File: src/rtl/pipeline_ctrl_pkg.sv
// Shared constants for the MiniMIPS32 pipeline controller: exception codes,
// stall patterns and the default exception vector.
package pipeline_ctrl_pkg;

   localparam int EXC_CODE_WIDTH = 5;
   typedef logic [EXC_CODE_WIDTH-1:0] exc_code_t;

   localparam exc_code_t EC_Int  = 5'h00;
   localparam exc_code_t EC_AdEL = 5'h04;
   localparam exc_code_t EC_AdES = 5'h05;
   localparam exc_code_t EC_Sys  = 5'h08;
   localparam exc_code_t EC_Bp   = 5'h09;
   localparam exc_code_t EC_RI   = 5'h0A;
   localparam exc_code_t EC_Ov   = 5'h0C;
   localparam exc_code_t EC_Eret = 5'h0E;
   localparam exc_code_t EC_None = 5'h10;

   localparam logic Stop   = 1'b1;
   localparam logic NoStop = 1'b0;

   localparam logic [31:0] ZeroWord = 32'h0000_0000;

   // bit0 PC .. bit5 WB; a request stops its own stage and everything upstream
   localparam logic [5:0] STALL_NONE = 6'b000000;
   localparam logic [5:0] STALL_IF   = 6'b000011;
   localparam logic [5:0] STALL_ID   = 6'b000111;
   localparam logic [5:0] STALL_EX   = 6'b001111;
   localparam logic [5:0] STALL_MEM  = 6'b011111;

   localparam logic [31:0] EXC_VECTOR_DEFAULT = 32'hBFC0_0380;

   typedef enum logic {StRun, StRecover} ctrl_state_e;

endpackage

File: src/rtl/pipeline_ctrl.sv
// Pipeline controller: stall merging, exception/ERET flush sequencing with a
// post-flush recovery window, data-bus timeout and stall-cycle accounting.
module pipeline_ctrl
   import pipeline_ctrl_pkg::*;
#(
   parameter logic [31:0] EXC_VECTOR     = EXC_VECTOR_DEFAULT,
   parameter int unsigned RECOVER_CYCLES = 2,
   parameter logic [7:0]  BUS_TMO        = 8'd255
) (
   input  logic                      clk,
   input  logic                      rst,
   input  logic                      stallreq_if,
   input  logic                      stallreq_id,
   input  logic                      stallreq_ex,
   input  logic                      stallreq_mem,
   input  logic [EXC_CODE_WIDTH-1:0] mem_exc_code,
   input  logic [31:0]               cp0_epc,
   output logic [5:0]                stall,
   output logic                      flush,
   output logic [31:0]               new_pc,
   output logic                      bus_timeout,
   output logic [31:0]               stall_cycles
);

   localparam logic [3:0] REC_LOAD = 4'(RECOVER_CYCLES - 1);
   localparam logic [7:0] TMO_LAST = BUS_TMO - 8'd1;

   ctrl_state_e r_state;
   logic [3:0]  r_rec_cnt;
   logic [7:0]  r_tmo_cnt;
   logic        r_bus_timeout;
   logic [31:0] r_stall_cycles;

   logic [5:0]  w_stall;
   logic        w_flush;
   logic [31:0] w_new_pc;

   // Exceptions are only honoured in RUN; RECOVER holds nothing but bubbles.
   always_comb begin
      w_stall  = STALL_NONE;
      w_flush  = 1'b0;
      w_new_pc = ZeroWord;
      if (!rst) begin
         if (r_state == StRun && mem_exc_code != EC_None) begin
            w_flush  = 1'b1;
            w_new_pc = (mem_exc_code == EC_Eret) ? cp0_epc : EXC_VECTOR;
         end else if (stallreq_mem) begin
            w_stall = STALL_MEM;
         end else if (stallreq_ex) begin
            w_stall = STALL_EX;
         end else if (stallreq_id) begin
            w_stall = STALL_ID;
         end else if (stallreq_if) begin
            w_stall = STALL_IF;
         end
      end
   end

   always_ff @(posedge clk) begin
      if (rst) begin
         r_state        <= StRun;
         r_rec_cnt      <= 4'd0;
         r_tmo_cnt      <= 8'd0;
         r_bus_timeout  <= 1'b0;
         r_stall_cycles <= 32'd0;
      end else begin
         case (r_state)
            StRun: begin
               if (w_flush) begin
                  r_state   <= StRecover;
                  r_rec_cnt <= REC_LOAD;
               end
            end
            StRecover: begin
               if (r_rec_cnt == 4'd0) begin
                  r_state <= StRun;
               end else begin
                  r_rec_cnt <= r_rec_cnt - 4'd1;
               end
            end
         endcase

         // Wait-state run is counted modulo BUS_TMO so a stuck bus pulses repeatedly.
         r_bus_timeout <= 1'b0;
         if (stallreq_mem && !w_flush) begin
            if (r_tmo_cnt == TMO_LAST) begin
               r_bus_timeout <= 1'b1;
               r_tmo_cnt     <= 8'd0;
            end else begin
               r_tmo_cnt <= r_tmo_cnt + 8'd1;
            end
         end else begin
            r_tmo_cnt <= 8'd0;
         end

         if (w_stall[0] == Stop) begin
            r_stall_cycles <= r_stall_cycles + 32'd1;
         end
      end
   end

   assign stall        = w_stall;
   assign flush        = w_flush;
   assign new_pc       = w_new_pc;
   assign bus_timeout  = r_bus_timeout;
   assign stall_cycles = r_stall_cycles;

endmodule
File: config.mk
export PLATFORM = sky130hd
export DESIGN_NAME = pipeline_ctrl
export DESIGN_NICKNAME = d
export VERILOG_FILES = /design/src/rtl/pipeline_ctrl_pkg.sv /design/src/rtl/pipeline_ctrl.sv
export SDC_FILE = /design/constraint.sdc
export NUM_CORES = 1
export LEC_CHECK = 0
export ABC_AREA = 1
export BUFFER_PORTS_ARGS = -buffer_cell sky130_fd_sc_hd__buf_4
export CAP_MARGIN = 0
export CORE_MARGIN = 4
export CORE_UTILIZATION = 52
export DETAILED_ROUTE_END_ITERATION = 7
export HOLD_SLACK_MARGIN = 0.15
export PLACE_DENSITY = 0.85
export SLEW_MARGIN = 0
export SYNTH_ARGS = -nofsm -noshare
export SYNTH_HDL_FRONTEND = slang
export SYNTH_SLANG_ARGS = --single-unit
File: constraint.sdc
create_clock -name clk -period 2.4 [get_ports clk]
set_input_delay 0 -clock clk [delete_from_list [all_inputs] [get_ports clk]]
set_output_delay 0 -clock clk [all_outputs]
set_load 0.01 [all_outputs]
==> impl_metrics.toml, run 1 <==
[critical_path]
critPathRequiredTime_ps = 2400
worstPathArrival_ps = 1900
start_kind = "primary input"
timing.setup.critical_path_class = "primary input to output port"
category_of_the_worst_setup_path_capture_point = "output port"
cp_max_fo = 19

[timing]
unrepaired_setup_endpoints_after_global_routing = "no"
setup_tns_ps = 0
fmax_mhz = 527.1
report.final.hold_viol_count = 0
tightest_slew_ps = 762.6
finalCritPeriodShare_pct = 79.05
worst_slew_margin_rel_pct = 49.16
slew_viol_final = 0
finalClockSkew_ps = 7.998
crit_path_setup_slack_layout_ps = 502.9
final_number_of_setup_violating_endpoints = 0
finalCriticalPeriod_ps = 1897

[yosys]
synth_largest_area_cell = "dfxtp_1"
yosys.cell_count.top_type = "nor2_1"
synth_cell_type_count = 30
synth_sequential_area_ratio_pct = 32.78
postSynthNetCount = 496
synthDominantCellAreaShare_pct = 32.78
post_synth_main_area_contributors = "dfxtp_1, nor2_1, nand2_1"
ys_warn_count = 0
ys_ff_latch = 46
syn_area_per_cell_um2 = 6.256
synth-edff-count = 0
synth.cell_area_mm2 = 0.002809
synth-main-ff-cell = "dfxtp_1"
yosys-top-cells-count = "nor2_1, nand2_1, dfxtp_1, inv_1, nand3_1"
synthCells = 449
ys_async_sr_fraction_pct = 0

[pwr]
powerDensity_mw_per_mm2 = 400.1
ir_worst_vdd_v = 0.0002808
static-leakage-power_nw = 1.792

[grt]
groute.usage.overall_pct = 23.03
global_route_wire_length_before_repair_um = 12180
first_global_vias = 2870
initial_antenna_violation_count = 0
grt_start_max_net_pins = 35
overflow = 0

[cells_and_area]
multi_input_comb_area_mm2 = 0.001649
seq_area_um2 = 920.9
diodes = 0
total_number_of_nets_in_the_final_design = 607
areaGrowthSynthToFinish_pct = 34.88
drive_above_1_share_pct = 26.96
fillers = 415

[route]
drt_first_pass_iters = 4
wl_cell_um = 12.04
detailedRoute.firstIterationViolations = 150
drt-total-wl_um = 7585
route.detailed.vias_per_inst = 4.994
vias = 3146
drc_errors = 0
drt.antenna.violating_nets = 0

[place]
finalWeightedCongestion = 0.8795
detailed_place_hpwl_um = 5836
post-place-ws_ps = 836.9
portBuffers = 113

[floorplanning]
ioPinCount = 115
die-width_um = 81.50
dieArea_mm2 = 0.006641
die_y_um = 81.50
floorplan.rows = 26
floorplan.core_area_mm2 = 0.005172
floorplan.initialDensity_pct = 54.31

[clock_network]
cts_root_buf = "clkbuf_8"
tritoncts = "built"
ctsHtreeMaxLevel = 2
clock_latency_on_the_worst_skew_pair_ps = 310
clkSinkCount = 46
post_cts_resized = 0
clk_pin_slew_worst_paths_ps = 80
numCtsBuffers = 5
cts_buffer_depth = 2

[min_path]
timing.hold.worst.class = "primary input to register"

[run]
drv.max_cap_violation_count = 0

[run_status]
run_status = "finished clean"
==> through the flow <==
stage | power (mW) | utilization, % | area, µm² | hold WS, ps | cells
global route | 1.589 | 73.25 | 3789 | 325.2 | 630
CTS | 1.524 | 73.25 | 3789 | 294.4 | 630
finish | 1.516 | 73.25 | 3789 | 300.4 | 630
detailed placement | 1.069 | 71.34 | 3690 | 281.4 | 621
global placement | 1.063 | 71.34 | 3690 | 273.2 | 621
floorplan | 0.9491 | - | 2809 | 98.87 | 449
==> logic make-up (layout without fill, tap and decap cells) <==
logic type,Yosys count,after routing,share of synthesized area (%)
compound gates,36,36,6.637
simple gates,297,297,47.35
xor+xnor,9,9,2.806
other cells,1,1,0.1335
fa+ha+maj,4,4,1.782
flops,46,46,32.78
buf+inv,56,167,8.507
==> layout by cell type (no fill, tap or decap), drive strengths merged <==
cell / n
o211ai: 1
nand3b: 1
buf: 117
ha: 4
clkbuf: 5
o21ai: 9
xnor2: 4
clkinv: 2
nor2: 127
and3: 1
nand3: 37
dfxtp: 46
conb: 1
a21oi: 26
dlygate4sd3: 2
inv: 41
nand4: 8
nand2: 116
xor2: 5
nor3: 7
==> final timing paths <==
check / cells after the start / from / slack (ps) / end
setup reg to reg: 5 / r_state / 800 / stall_cycles[2]
hold / removal: 6 / mem_exc_code[1] / 300 / bus_timeout
setup / recovery: 8 / stallreq_mem / 500 / stall[0]
hold reg to reg: 1 / r_tmo_cnt[0] / 470 / r_tmo_cnt[0]
==> flip-flops by register name, summed over array words and instances (netlist names) <==
name / count
r_state: 1
stall_cycles: 32
r_rec_cnt: 4
bus_timeout: 1
r_tmo_cnt: 8
==> power breakdown <==
| group | switching (mW) | internal, mW |
|---|---|---|
| Clock | 0.267 | 0.196 |
| Sequential | 0.0112 | 0.777 |
| Combinational | 0.140 | 0.124 |
| Total | 0.418 | 1.10 |
==> worst max-delay path, stage by stage <==
cell and delay (ps):
dlygate4sd3_1 550, buf_4 120, inv_1 70, nand3_1 100, nand2_1 90, a21oi_2 580, buf_4 260, buf_4 120
==> timing repair <==
| item | CTS | global route |
|---|---|---|
| hold buffers | 2 | 0 |
| buffers inserted | 0 | 0 |
| endpoints found under the hold margin | 10 | 0 |
==> final cells by class <==
class / count / share of cell area, %
multi-input combinational: 347 / 43.53
sequential: 46 / 24.31
inverter: 41 / 4.062
clock buffer: 5 / 1.816
timing repair buffer: 119 / 23.71
clock inverter: 2 / 0.2642
tap: 70 / 2.312
==> layer usage <==
| layer | GRT usage, % | vias to the layer above | part of all wire (%) | wire length (µm) |
|---|---|---|---|---|
| met5 | 0 | - | 0 | 0 |
| met3 | 6.579 | 9 | 8.7 | 659 |
| met4 | 6.250 | 0 | 1.6 | 123 |
| met1 | 25.71 | 1387 | 40 | 3068 |
| li1 | - | 1619 | - | - |
| met2 | 42.35 | 131 | 49 | 3733 |
No activity file was read; power rests on OpenSTA's default activity.
==> run 2: changes to the inputs <==
CORE_UTILIZATION = 49   (was 52)
PLACE_DENSITY = 0.81   (was 0.85)
clock period = 2 ns   (was 2.4 ns; I/O delays follow)
==> run 2 against run 1 <==
Sequential share of layout area down 0.24 points. Setup slack worse by 240 ps. First-iteration DRC count up 4.7%. Critical path depth unchanged. Count of clock-buffer cells in the layout unchanged. Combinational power up 20%.
==> impl_metrics.toml, run 2 (same netlist as run 1, synthesis figures left out) <==
[floorplanning]
die-width_um = 83.72
floorplan.rows = 27
ioPinCount = 115
die_y_um = 83.72
dieArea_mm2 = 0.007008
floorplan.initialDensity_pct = 50.70
floorplan.core_area_mm2 = 0.005540

[cells_and_area]
largest_reg_flops = 32
final_cell_mix = "buf_4, nor2_1, nand2_1, dfxtp_1, inv_1"
total_number_of_nets_in_the_final_design = 607
drive_above_1_share_pct = 27.09
fillers = 487
diodes = 0
areaGrowthSynthToFinish_pct = 36.21
most_common_cell_after_layout_fill_and_taps_aside = "buf_4"

[clock_network]
numCtsBuffers = 5
cts_setup_buffers = 0
clock_latency_on_the_worst_skew_pair_ps = 300
cts_buffer_depth = 2
ctsHtreeMaxLevel = 2
clkSinkCount = 46
cts_root_buf = "clkbuf_8"
clk_pin_slew_worst_paths_ps = 90
tritoncts = "built"

[timing]
finalCriticalPeriod_ps = 1735
finalClockSkew_ps = 7.944
report.final.hold_viol_count = 0
slew_viol_final = 0
unrepaired_setup_endpoints_after_global_routing = "no"
fmax_mhz = 576.2
final_number_of_setup_violating_endpoints = 0
setup_tns_ps = 0
finalCritPeriodShare_pct = 86.77
hold_slack_ps = 267.0

[grt]
global_route_wire_length_before_repair_um = 12890
first_global_vias = 3011
groute.usage.overall_pct = 21.47
grt_start_max_net_pins = 34
gr-max-usage-layer = "met2"
overflow = 0
initial_antenna_violation_count = 0
global_route.usage.met2_pct = 40.06
grt_util_met3_pct = 5.923
grtUsageMet1_pct = 24.20

[route]
wl_cell_um = 11.73
drt.antenna.violating_nets = 0
route.detailed.vias_per_inst = 4.984
vias = 3155
drt-total-wl_um = 7425
drt_first_pass_iters = 4
detailedRoute.firstIterationViolations = 157
drc_errors = 0

[critical_path]
crit_buf_inv = 6
critical_path.slowest_cell = "dlygate4sd3_1"
start_kind = "primary input"
category_of_the_worst_setup_path_capture_point = "output port"
critPathRequiredTime_ps = 2000
crit_path_max_incr_delay_ps = 530
cp_max_fo = 33
critPathMostFrequentCell = "buf_4"
timing.setup.critical_path_class = "primary input to output port"
cp_top_family = "buffers and inverters"
worstPathArrival_ps = 1740
timing.critical_path.cells = "dlygate4sd3_1, buf_4, inv_2, buf_4, nand3_2, buf_4, nor2_1, buf_4"

[run]
drv.max_cap_violation_count = 0

[run_status]
run_status = "finished clean"

[pwr]
ir_worst_vdd_v = 0.0003286
powerDensity_mw_per_mm2 = 515.3
static-leakage-power_nw = 1.799

[place]
portBuffers = 113
finalWeightedCongestion = 0.8379
detailed_place_hpwl_um = 5906

[min_path]
timing.hold.worst.class = "primary input to register"
-- run 2: cell count changes in the layout (fill, tap and decap cells not counted) --
cell	previous run	this run
clkinv_2	2	0
clkinvlp_4	0	2
bufinv_16	0	1
-- run 2: worst reg2reg max path, delay by kind of cell (launching register included) --
kind | cells | cell delay (ps)
simple gates | 7 | 830
flops | 1 | 420
fa+ha+maj | 1 | 220
-- run 2: cell type report --
class	instances	area [µm²]	area share, %
Sequential cell	46	920.9	24.07
Timing Repair Buffer	119	898.4	23.48
Inverter	41	153.9	4.022
Tap cell	72	90.09	2.354
Clock inverter	3	45.04	1.177
Clock buffer	5	68.82	1.799
Multi-Input combinational cell	347	1649	43.10
-- run 2: metal layers --
layer | wire (µm) | share of wire (%) | vias up
met5 | 0 | 0 | -
met4 | 58 | 0.78 | 0
met3 | 648 | 8.7 | 5
met2 | 3671 | 49 | 121
met1 | 3047 | 41 | 1400
li1 | - | - | 1629
-- run 2: final timing paths --
check             depth (start not counted)            start  slack [ps]          endpoint
hold / removal                            6  mem_exc_code[1]         270       bus_timeout
setup / recovery                          8              rst         260        new_pc[26]
hold reg to reg                           1     r_tmo_cnt[0]         470      r_tmo_cnt[0]
setup reg to reg                          8  stall_cycles[0]         440  stall_cycles[22]
-- run 2: power by group --
group / total (mW) / internal (mW) / switching (mW)
sequential: 0.947 / 0.933 / 0.0135
clock: 0.709 / 0.372 / 0.337
combinational: 0.316 / 0.149 / 0.167
-- run 2: per-stage QoR --
stage               setup WS [ps]  power [mW]  instance area [µm²]  utilization, %  std cells
finish                      264.5       1.972                 3826           69.06        633
global route                126.7       2.058                 3826           69.06        633
CTS                         254.9       1.983                 3826           69.06        633
detailed placement          465.1       1.284                 3692           66.64        623
global placement            529.5       1.275                 3692           66.64        623
floorplan                   562.7       1.139                 2809               -        449
-- run 2: what timing repair did --
| action | in CTS | in global routing |
|---|---|---|
| gates resized for setup | 0 | 0 |
| hold endpoints to repair | 10 | 0 |
| hold buffers | 2 | 0 |
